[src/rtl/crubits_sync.sv]
// crubits_sync: CRU bit bank for the TIPI PEB card.
//
// The TI CRU bus signals are sampled into the clk domain. Writes to this
// card's CRU page (>1x00, x = cru_base) update a bank of NUM_BITS bits and
// pulse a one-cycle strobe for the bit written. CRU reads are answered
// combinationally from the raw bus. Bits flagged in INPUT_MASK are
// read-only and return ext_in.
//
// Ports:
//   clk           system clock
//   reset_n       synchronous, active-low reset
//   cru_base      card page select (page = >1000 + cru_base * >100)
//   ti_cru_clk    TI CRUCLK (async), active level set by CRUCLK_ACTIVE_HIGH
//   ti_memen      TI MEMEN (async); CRU cycles only while high
//   addr          TI A0..A14 (async), addr[0] = A0 = MSB
//   ti_cru_out    TI CRUOUT write data (async)
//   ext_in        status inputs for read-only bits (clk domain)
//   ti_cru_in     CRU read data (combinational)
//   ti_cru_in_oe  high while this card drives CRUIN
//   bits          registered bit state, bits[0] = CRU bit 0
//   bit_wr        one-clk strobe per bit written
module crubits_sync #(
  parameter int                  NUM_BITS           = 4,
  parameter logic [NUM_BITS-1:0] RESET_VALUE        = '0,
  parameter logic [NUM_BITS-1:0] INPUT_MASK         = '0,
  parameter bit                  CRUCLK_ACTIVE_HIGH = 1'b1
) (
  input  logic                clk,
  input  logic                reset_n,
  input  logic [3:0]          cru_base,
  input  logic                ti_cru_clk,
  input  logic                ti_memen,
  input  logic [0:14]         addr,
  input  logic                ti_cru_out,
  input  logic [NUM_BITS-1:0] ext_in,
  output logic                ti_cru_in,
  output logic                ti_cru_in_oe,
  output logic [NUM_BITS-1:0] bits,
  output logic [NUM_BITS-1:0] bit_wr
);

  localparam logic IDLE_LVL = CRUCLK_ACTIVE_HIGH ? 1'b0 : 1'b1;

  logic        cruclk_p0, cruclk_p1, cruclk_p2;
  logic        memen_p0, memen_p1;
  logic [0:14] addr_p0, addr_p1;
  logic        cru_out_p0, cru_out_p1;

  logic        edge_act;
  logic        hit_s;
  logic [6:0]  idx_s;
  logic        wr_fire;

  logic        hit_r;
  logic [6:0]  idx_r;
  logic        sel_r;
  logic        rd_bit;

  // Stage p0/p1: two-flop synchronisers; p2: edge-detect history.
  // CRUCLK flops reset to the idle level so releasing reset cannot look
  // like an active edge.
  always_ff @(posedge clk) begin
    if (!reset_n) begin
      cruclk_p0 <= IDLE_LVL;
      cruclk_p1 <= IDLE_LVL;
      cruclk_p2 <= IDLE_LVL;
      memen_p0  <= 1'b0;
      memen_p1  <= 1'b0;
    end else begin
      cruclk_p0 <= ti_cru_clk;
      cruclk_p1 <= cruclk_p0;
      cruclk_p2 <= cruclk_p1;
      memen_p0  <= ti_memen;
      memen_p1  <= memen_p0;
    end
  end

  always_ff @(posedge clk) begin
    addr_p0    <= addr;
    addr_p1    <= addr_p0;
    cru_out_p0 <= ti_cru_out;
    cru_out_p1 <= cru_out_p0;
  end

  assign edge_act = CRUCLK_ACTIVE_HIGH ? ( cruclk_p1 & ~cruclk_p2)
                                       : (~cruclk_p1 &  cruclk_p2);

  // cru_base is quasi-static and used directly without synchronisation.
  assign hit_s   = (addr_p1[0:3] == 4'b0001) && (addr_p1[4:7] == cru_base) && memen_p1;
  assign idx_s   = addr_p1[8:14];
  assign wr_fire = edge_act && hit_s;

  // Bit register stage: an edge coinciding with reset is dropped because
  // the reset branch takes priority. Masked bits never leave RESET_VALUE.
  always_ff @(posedge clk) begin
    if (!reset_n) begin
      bits   <= RESET_VALUE;
      bit_wr <= '0;
    end else begin
      bit_wr <= '0;
      if (wr_fire) begin
        for (int i = 0; i < NUM_BITS; i++) begin
          if (idx_s == 7'(i) && !INPUT_MASK[i]) begin
            bits[i]   <= cru_out_p1;
            bit_wr[i] <= 1'b1;
          end
        end
      end
    end
  end

  // Read path: raw bus decode, no clock latency.
  assign hit_r = (addr[0:3] == 4'b0001) && (addr[4:7] == cru_base) && ti_memen;
  assign idx_r = addr[8:14];

  always_comb begin
    sel_r  = 1'b0;
    rd_bit = 1'b0;
    for (int i = 0; i < NUM_BITS; i++) begin
      if (hit_r && idx_r == 7'(i)) begin
        sel_r  = 1'b1;
        rd_bit = INPUT_MASK[i] ? ext_in[i] : bits[i];
      end
    end
  end

  assign ti_cru_in    = rd_bit;
  assign ti_cru_in_oe = sel_r && reset_n;

endmodule
[config.mk]
export PLATFORM = sky130hd
export DESIGN_NAME = crubits_sync
export DESIGN_NICKNAME = d
export VERILOG_FILES = /design/src/rtl/crubits_sync.sv
export SDC_FILE = /design/constraint.sdc
export NUM_CORES = 1
export LEC_CHECK = 0
export ABC_AREA = 1
export BUFFER_PORTS_ARGS = -buffer_cell sky130_fd_sc_hd__buf_4
export CORE_MARGIN = 4
export CORE_UTILIZATION = 45
export DETAILED_ROUTE_END_ITERATION = 10
export GPL_TIMING_DRIVEN = 0
export PLACE_DENSITY = 0.68
export SKIP_CTS_REPAIR_TIMING = 1
export SLEW_MARGIN = 20
export SYNTH_ARGS = -nofsm -noshare
export SYNTH_HDL_FRONTEND = slang
export SYNTH_SLANG_ARGS = --single-unit
[constraint.sdc]
create_clock -name clk -period 1.72 [get_ports clk]
set_input_delay 0.344 -clock clk [delete_from_list [all_inputs] [get_ports clk]]
set_output_delay 0.344 -clock clk [all_outputs]
set_load 0.05 [all_outputs]
==> results of run 1 <==
-- synthesized netlist by cell type --
cell type   n  area (um^2)
buf_4       1         7.51
nor3b_1     1         7.51
nor2_2      2         12.5
a21oi_1     3         15.0
nand3_1     4         20.0
o21ai_0     2         10.0
dfxtp_1    45          901
inv_2       5         18.8
nand4_2     2         25.0
o22ai_1     1         6.26
nand4_1     3         18.8
xnor2_1     1         8.76
nor2_1     24         90.1
inv_1      22         82.6
nand2_1    41          154
nor2_4      4         45.0
nand2_2     3         18.8
nor3_1      1         5.00
nor4_1      4         25.0
o21ai_1     1         5.00
-- logic make-up (layout without fill, tap and decap cells) --
group | after synthesis | in the layout | share of synthesized area
AOI/OAI and AO/OA | 7 | 7 | 0.0246
xor gates and xnor gates | 1 | 1 | 0.00593
buffers and inverters | 28 | 68 | 0.0737
DFF | 45 | 45 | 0.610
and+or+nand+nor | 89 | 89 | 0.286
-- state kept, by name, summed over array words and instances, names as in the netlist --
name        count
cruclk_p1       1
bits            4
addr_p0        15
cru_out_p1      1
bit_wr          4
memen_p0        1
memen_p1        1
cruclk_p0       1
addr_p1        15
cru_out_p0      1
cruclk_p2       1
-- final cells by class --
type / count / area (um^2) / share of cell area
Sequential cell: 45 / 903 / 0.472
Timing Repair Buffer: 32 / 248 / 0.129
Clock inverter: 3 / 47.5 / 0.0248
Inverter: 27 / 109 / 0.0569
Multi-Input combinational cell: 97 / 507 / 0.265
Tap cell: 44 / 55.1 / 0.0288
Buffer: 1 / 7.51 / 0.00392
Clock buffer: 5 / 37.5 / 0.0196
-- metrics by stage --
| stage | cells | hold WS [ns] | setup slack, ns | TNS [ns] |
|---|---|---|---|---|
| 2_1_floorplan | 170 | 0.310 | -0.0335 | -0.0335 |
| 3_3_place_gp | 246 | 0.311 | -0.0376 | -0.0749 |
| 3_5_place_dp | 246 | 0.312 | -0.0358 | -0.0679 |
| 4_1_cts | 254 | 0.0692 | -0.0353 | -0.0670 |
| 5_1_grt | 254 | 0.0430 | -0.0327 | -0.0353 |
| 6_report | 254 | 0.0841 | 0.0227 | 0 |
-- power breakdown --
group          internal (W)  total, W  switching [W]
logic             0.0000638  0.000137      0.0000728
registers           0.00109   0.00110      0.0000171
clock network      0.000316  0.000664       0.000347
total               0.00147   0.00190       0.000437
-- metal layers --
layer | vias to the layer above | share of wire | global-route usage
met4 | 0 | 0.012 | 0.0674
li1 | 595 | - | -
met3 | 4 | 0.057 | 0.0615
met5 | - | 0 | 0
met2 | 31 | 0.53 | 0.250
met1 | 518 | 0.40 | 0.151
-- worst max-delay path: cells and delay by family --
family | cells | cell delay [ns]
AOI/OAI and AO/OA | 1 | 0.06
buffers and inverters | 3 | 0.28
and+or+nand+nor | 4 | 0.66
-- worst paths after layout --
| check | start | end | slack [ns] | depth (start not counted) |
|---|---|---|---|---|
| worst max-delay path | cru_base[1] | ti_cru_in | 0.02 | 8 |
| worst max register to register | addr_p1[9]$_DFF_P_ | bits[0]$_SDFFE_PN0P_ | 0.56 | 7 |
| worst min-delay path | ti_cru_out | cru_out_p0$_DFF_P_ | 0.08 | 1 |
| worst min register to register | addr_p0[9]$_DFF_P_ | addr_p1[9]$_DFF_P_ | 0.34 | 0 |
==> impl_results.md, run 1 <==
* Crit path required time at about 1.4 ns
* Largest net degree at the start of global routing at 17
* Vias at 1148
* Max rail drop VDD at about 0.63 mV
* Cell variety after synth at 20
* Clock skew at 0.00804 ns
* Final Cycle Share at 0.987
* Commonest cells after routing, fill and taps aside: dfxtp_1, nand2_1, buf_4
* Vias/cell at between 4 and 5
* Die Y at ~65 um
* Slew @ Worst Pin at 0.225 ns
* Sequential-to-total area share from yosys stat at 0.610
* Final Power at ~0.0019 W
* NumNets Final at 237
* DRT Pass-1 Iters at 4
* Htree depth at 2
* Peak Freq at 589 MHz
* Pwr Density at 995 nW/um^2
* Initial antenna violation count at 0
* Root Buffer: clkbuf_4
* Synthesized flop and latch total at 45
* Worst hold path type: in -> reg
* Clk sinks at 45
* Clk slew on worst S/H paths at ~0.13 ns
* # rows at 20
* Skew-Pair Late Insertion Delay at roughly 0.35 ns
* Total wire length at 2820 um
* Die Area at around 4300 um^2
* CTS buffer count at 5
* Setup violations, final at 0
* Crit-path max cell delay at ~0.22 ns
* Final Hold Fails at 0
* Diode count at 0
* Crit path kind: in -> out
* Vias in the first global route at 1124
* Initial DRC Count at 32
* Clock Tree Buf Depth at 2
* Avg Inst Size Synth at roughly 8.7 um^2
* Warnings, synthesis at 0
* Top-Level Pins at 38
* Most common cell after layout, fill and taps aside: dfxtp_1
* Core Region at 3100 um^2
* Max_cap viols at 0
* Rel. slew slack at 0.849
* CTS tree: built
* Min Tclk post-route at roughly 1.7 ns
* Routed Antenna Nets at 0
* Critical path data arrival time at 1.35 ns
* Die width at approximately 65 um
* Worst Setup End Kind: output pin
* GRT overflow at 0
* Cell area after synthesis at 1480 um^2
* Final HPWL DP at ~2200 um
* Most Frequent Cell on Critical Path: buf_6
* Post-DP Area at about 1800 um^2
* Post-route cell area at 1910 um^2
* Status: finished, final reports clean
* Slowest-stage cell, CP: nand4_1
* Critical Path, Cell by Cell: buf_6, inv_4, nand2_2, o21ai_2, nor3_2, nand4_1, nor2_2, buf_6
* Global-route wire length before repair at approximately 4600 um
* Avg WL per Cell at ~11 um
* Worst setup SP type: primary input
* Syn Inst Count at 170
* GRT Overall Usage at 0.145
* Initial Util at 0.476
* Layout fillers at 278
* Syn nets at about 200
* Input/output buffers at 32
* Layout area overhead at 29.7%
* # DRC at 0
* Critical Path Fanout Max at 4
* Max Slew Vio Count at 0
* Share of layout cells above drive strength 1 at 0.329
* Final GP Congestion at approximately 0.86
* Post-layout util at 0.617
* Leak Pwr at ~0.93 nW
Note: power is estimated with default switching activity, not from simulation.
==> inputs of run 2 (changes only) <==
CAP_MARGIN = 40   (was unset)
RECOVER_POWER = 50   (was unset)
==> impl_results.md, run 2 (same netlist as run 1, synthesis figures left out) <==
* Status: finished, final reports clean
* Clk sinks at 45
* Max Slew Vio Count at 0
* Final HPWL DP at between 2000 and 2500 um
* Slowest-stage cell, CP: nand4_1
* Final Hold Fails at 0
* Diode count at 0
* Core Region at about 3100 um^2
* Total wire length at ~2800 um
* CTS tree: built
* Worst hold path type: in -> reg
* Largest net degree at the start of global routing at 17
* Leak Pwr at 0.894 nW
* Pwr Density at approximately 1000 nW/um^2
* Peak Freq at about 600 MHz
* Layout area overhead at 26.9%
* Skew-Pair Late Insertion Delay at 0.35 ns
* Clock skew at approximately 0.007 ns
* Post-DP Area at between 1500 and 2000 um^2
* Vias in the first global route at about 1100
* Clk slew on worst S/H paths at 0.13 ns
* Die width at around 65 um
* Slew @ Worst Pin at 0.478 ns
* NumNets Final at 237
* Commonest cells after routing, fill and taps aside: dfxtp_1, nand2_1, nor2_1
* Setup violations, final at 0
* Setup WS pre-CTS at -0.0358 ns
* Avg WL per Cell at around 11 um
* Routed Antenna Nets at 0
* Most common cell after layout, fill and taps aside: dfxtp_1
* GRT Overall Usage at 0.145
* Post-route cell area at 1870 um^2
* Initial DRC Count at 28
* Top-Level Pins at 38
* Register-to-register setup slack at around 0.54 ns
* Vias at between 1000 and 1500
* GRT overflow at 0
* DRT Pass-1 Iters at 4
* Final Power at ~0.0019 W
* Worst Setup End Kind: output pin
* Top Registers: addr_p0: 15 flops, addr_p1: 15 flops
* Min Tclk post-route at around 1.7 ns
* Max_cap viols at 0
* # rows at 20
* Crit-path max cell delay at between 0.2 and 0.25 ns
* Share of layout cells above drive strength 1 at 0.276
* Max rail drop VDD at approximately 0.63 mV
* Rel. slew slack at 0.681
* CTS buffer count at 5
* # DRC at 0
* Die Area at approximately 4300 um^2
* Global-route wire length before repair at 4620 um
* Input/output buffers at 32
* Critical Path, Cell by Cell: buf_6, inv_4, nand2_2, o21ai_2, nor3_2, nand4_1, nor2_2, buf_6
* Vias/cell at roughly 4.6
* Htree depth at 2
* Root Buffer: clkbuf_4
* Final Cycle Share at 0.987
* Critical Path Fanout Max at 4
* Post-layout util at 0.604
* Most Frequent Cell on Critical Path: buf_6
* Critical path data arrival time at around 1.4 ns
* Fin worst setup slack at between 0.02 and 0.025 ns
* Die Y at 65.3 um
* Clock Tree Buf Depth at 2
* Initial Util at 0.476
* Crit path required time at about 1.4 ns
* Initial antenna violation count at 0
* Crit path kind: in -> out
* Worst setup SP type: primary input
* Final GP Congestion at 0.864
## run 2: worst paths after layout
kind	start	to	cells after the start
hold reg to reg	addr_p0[9]$_DFF_P_	addr_p1[9]$_DFF_P_	0
setup / recovery	cru_base[1]	ti_cru_in	8
hold / removal	addr[5]	addr_p0[5]$_DFF_P_	1
setup reg to reg	addr_p1[9]$_DFF_P_	bits[0]$_SDFFE_PN0P_	7
## run 2: critical path: cells and delay by family
kind,cells,cell delay [ns]
buf+inv,3,0.28
simple gates,4,0.66
compound gates,1,0.06
## run 2: stage by stage
stage | cells | hold slack, ns | TNS (ns)
global placement | 246 | 0.311 | -0.0749
global route | 254 | 0.0633 | -0.0353
floorplan | 170 | 0.310 | -0.0335
CTS | 254 | 0.0692 | -0.0670
finish | 254 | 0.104 | 0
detailed placement | 246 | 0.312 | -0.0679
## run 2: routing by layer
metal,part of all wire,GRT usage,vias up
met4,0.014,0.0674,0
li1,-,-,595
met5,0,0,-
met2,0.52,0.250,36
met1,0.40,0.151,520
met3,0.060,0.0615,6
## run 2: final cells by class
cell class              count  area, um^2
multi-input cells          97         507
repair buffers             32         210
inverters                  27         109
well taps                  44        55.1
flip-flops and latches     45         903
clock inverters             3        47.5
fillers                   285        1230
plain buffers               1        3.75
clock buffers               5        37.5
## run 2: report_power, final
part           leakage [nW]  switching [W]  internal (W)
registers             0.377      0.0000171       0.00109
clock network        0.0462       0.000349      0.000316
logic                 0.471      0.0000731     0.0000528
==> inputs of run 3 (changes only) <==
RECOVER_POWER = 25   (was 50)
==> impl_results.md, run 3 (same netlist as run 1, synthesis figures left out) <==
* Global-route wire length before repair at 4620 um
* Storage element area at around 900 um^2
* Initial antenna violation count at 0
* Post-DP Area at ~1800 um^2
* CTS buffer count at 5
* Die Y at between 60 and 70 um
* Min Tclk post-route at about 1.7 ns
* GRT Overall Usage at 0.145
* Diode count at 0
* DRT Pass-1 Iters at 4
* NumNets Final at between 200 and 250
* Final Hold Fails at 0
* Final Cycle Share at 0.987
* Worst R2R Start: addr_p1[9]$_DFF_P_
* Post-layout util at 0.606
* Max rail drop VDD at between 0.6 and 0.7 mV
* Crit path required time at around 1.4 ns
* Clk network pwr share at 0.350
* Clk slew on worst S/H paths at roughly 0.13 ns
* Slew @ Worst Pin at 0.227 ns
* Leak Pwr at about 0.90 nW
* Avg WL per Cell at 11.2 um
* Post-route non-filler standard cell count at approximately 250
* Top-Level Pins at 38
* Worst Setup End Kind: output pin
* FF-to-FF path depth at 7
* Routed Antenna Nets at 0
* Root Buffer: clkbuf_4
* Inst Count DP at 246
* Switching power total at 0.000438 W
* Clock skew at slightly above 0.007 ns
* Final GP Congestion at around 0.86
* Rel. slew slack at 0.847
* Pwr Density at 1010 nW/um^2
* Clock Tree Buf Depth at 2
* CP Launch Point: cru_base[1]
* # DRC at 0
* Post-route cell area at ~1900 um^2
* Final Power at around 0.0019 W
* Core Region at roughly 3100 um^2
* Fin worst setup slack at around 0.022 ns
* End of the worst register-to-register path: bits[0]$_SDFFE_PN0P_
* Critical path data arrival time at between 1 and 1.5 ns
* Worst hold path type: in -> reg
* Crit path kind: in -> out
* Max Slew Vio Count at 0
* Die Area at approximately 4300 um^2
* Most common cell after layout, fill and taps aside: dfxtp_1
* Sw Share at 0.231
* Initial DRC Count at 28
* Vias in the first global route at around 1100
* Input/output buffers at 32
* Vias/cell at ~4.6
* Layout area overhead at 27.4%
* GRT overflow at 0
* Htree depth at 2
* Peak Freq at approximately 590 MHz
* CTS tree: built
* Initial Util at 0.476
* Share of layout cells above drive strength 1 at 0.286
* CP Capture Point: ti_cru_in
* Clk sinks at 45
* Flop pwr share at 0.582
* Top Registers: addr_p0: 15 flops, addr_p1: 15 flops
* Layout fillers at ~290
* Total wire length at 2840 um
* Vias at approximately 1200
* Status: finished, final reports clean
* Power share of the combinational group at 0.068
* Commonest cells after routing, fill and taps aside: dfxtp_1, nand2_1, nor2_1
* Setup violations, final at 0
* Area of the multi-input gates at 507 um^2
* # rows at 20
* Register-to-register setup slack at approximately 0.55 ns
* Worst setup SP type: primary input
* Critical Path Fanout Max at 4
* Setup WS pre-CTS at -0.0358 ns
* Die width at around 65 um
* Skew-Pair Late Insertion Delay at roughly 0.35 ns
* Max_cap viols at 0
* Largest net degree at the start of global routing at 17
* P_int at around 0.0015 W
* Final HPWL DP at around 2200 um
run 3: cell types whose count changed in the layout (fill, tap and decap cells not counted), sizes merged:
cell    before  now
buf         19   21
clkbuf      19   17
run 3: cell type report:
type,count,share of cell area
Buffer,1,0.00399
Tap cell,44,0.0293
Sequential cell,45,0.480
Multi-Input combinational cell,97,0.269
Clock buffer,5,0.0200
Timing Repair Buffer,32,0.114
Inverter,27,0.0579
Clock inverter,3,0.0253
run 3: how the worst min path moves through the flow:
stage                        start                   to  slack (ns)  depth (start not counted)
2_1_floorplan   addr_p0[0]$_DFF_P_   addr_p1[0]$_DFF_P_        0.31                          0
3_3_place_gp    addr_p0[5]$_DFF_P_   addr_p1[5]$_DFF_P_        0.31                          0
3_5_place_dp   addr_p0[12]$_DFF_P_  addr_p1[12]$_DFF_P_        0.31                          0
4_1_cts                 ti_cru_out   cru_out_p0$_DFF_P_        0.07                          1
5_1_grt                 ti_cru_out   cru_out_p0$_DFF_P_        0.06                          1
6_report                   addr[5]   addr_p0[5]$_DFF_P_        0.10                          1
run 3: layer usage:
| layer | track usage | vias to the layer above | part of all wire |
|---|---|---|---|
| li1 | - | 595 | - |
| met1 | 0.151 | 522 | 0.40 |
| met2 | 0.250 | 36 | 0.52 |
| met3 | 0.0615 | 6 | 0.060 |
| met4 | 0.0674 | 0 | 0.014 |
| met5 | 0 | - | 0 |
run 3: power groups by stage:
stage	clock network, W	registers, W	logic, W
global route	0.000727	0.00111	0.000145
floorplan	0	0.00112	0.0000642
detailed placement	0	0.00113	0.000125
finish	0.000664	0.00110	0.000128
CTS	0.000682	0.00110	0.000125
global placement	0	0.00113	0.000119
run 3: metrics by stage:
step | setup TNS [ns] | hold slack [ns]
3_5_place_dp | -0.0679 | 0.312
3_3_place_gp | -0.0749 | 0.311
5_1_grt | -0.0353 | 0.0633
4_1_cts | -0.0670 | 0.0692
6_report | 0 | 0.104
2_1_floorplan | -0.0335 | 0.310
run 3: worst max-delay path, stage by stage:
cell and delay [ns]:
buf_6 0.08, inv_4 0.04, nand2_2 0.07, o21ai_2 0.06
nor3_2 0.20, nand4_1 0.22, nor2_2 0.17, buf_6 0.16
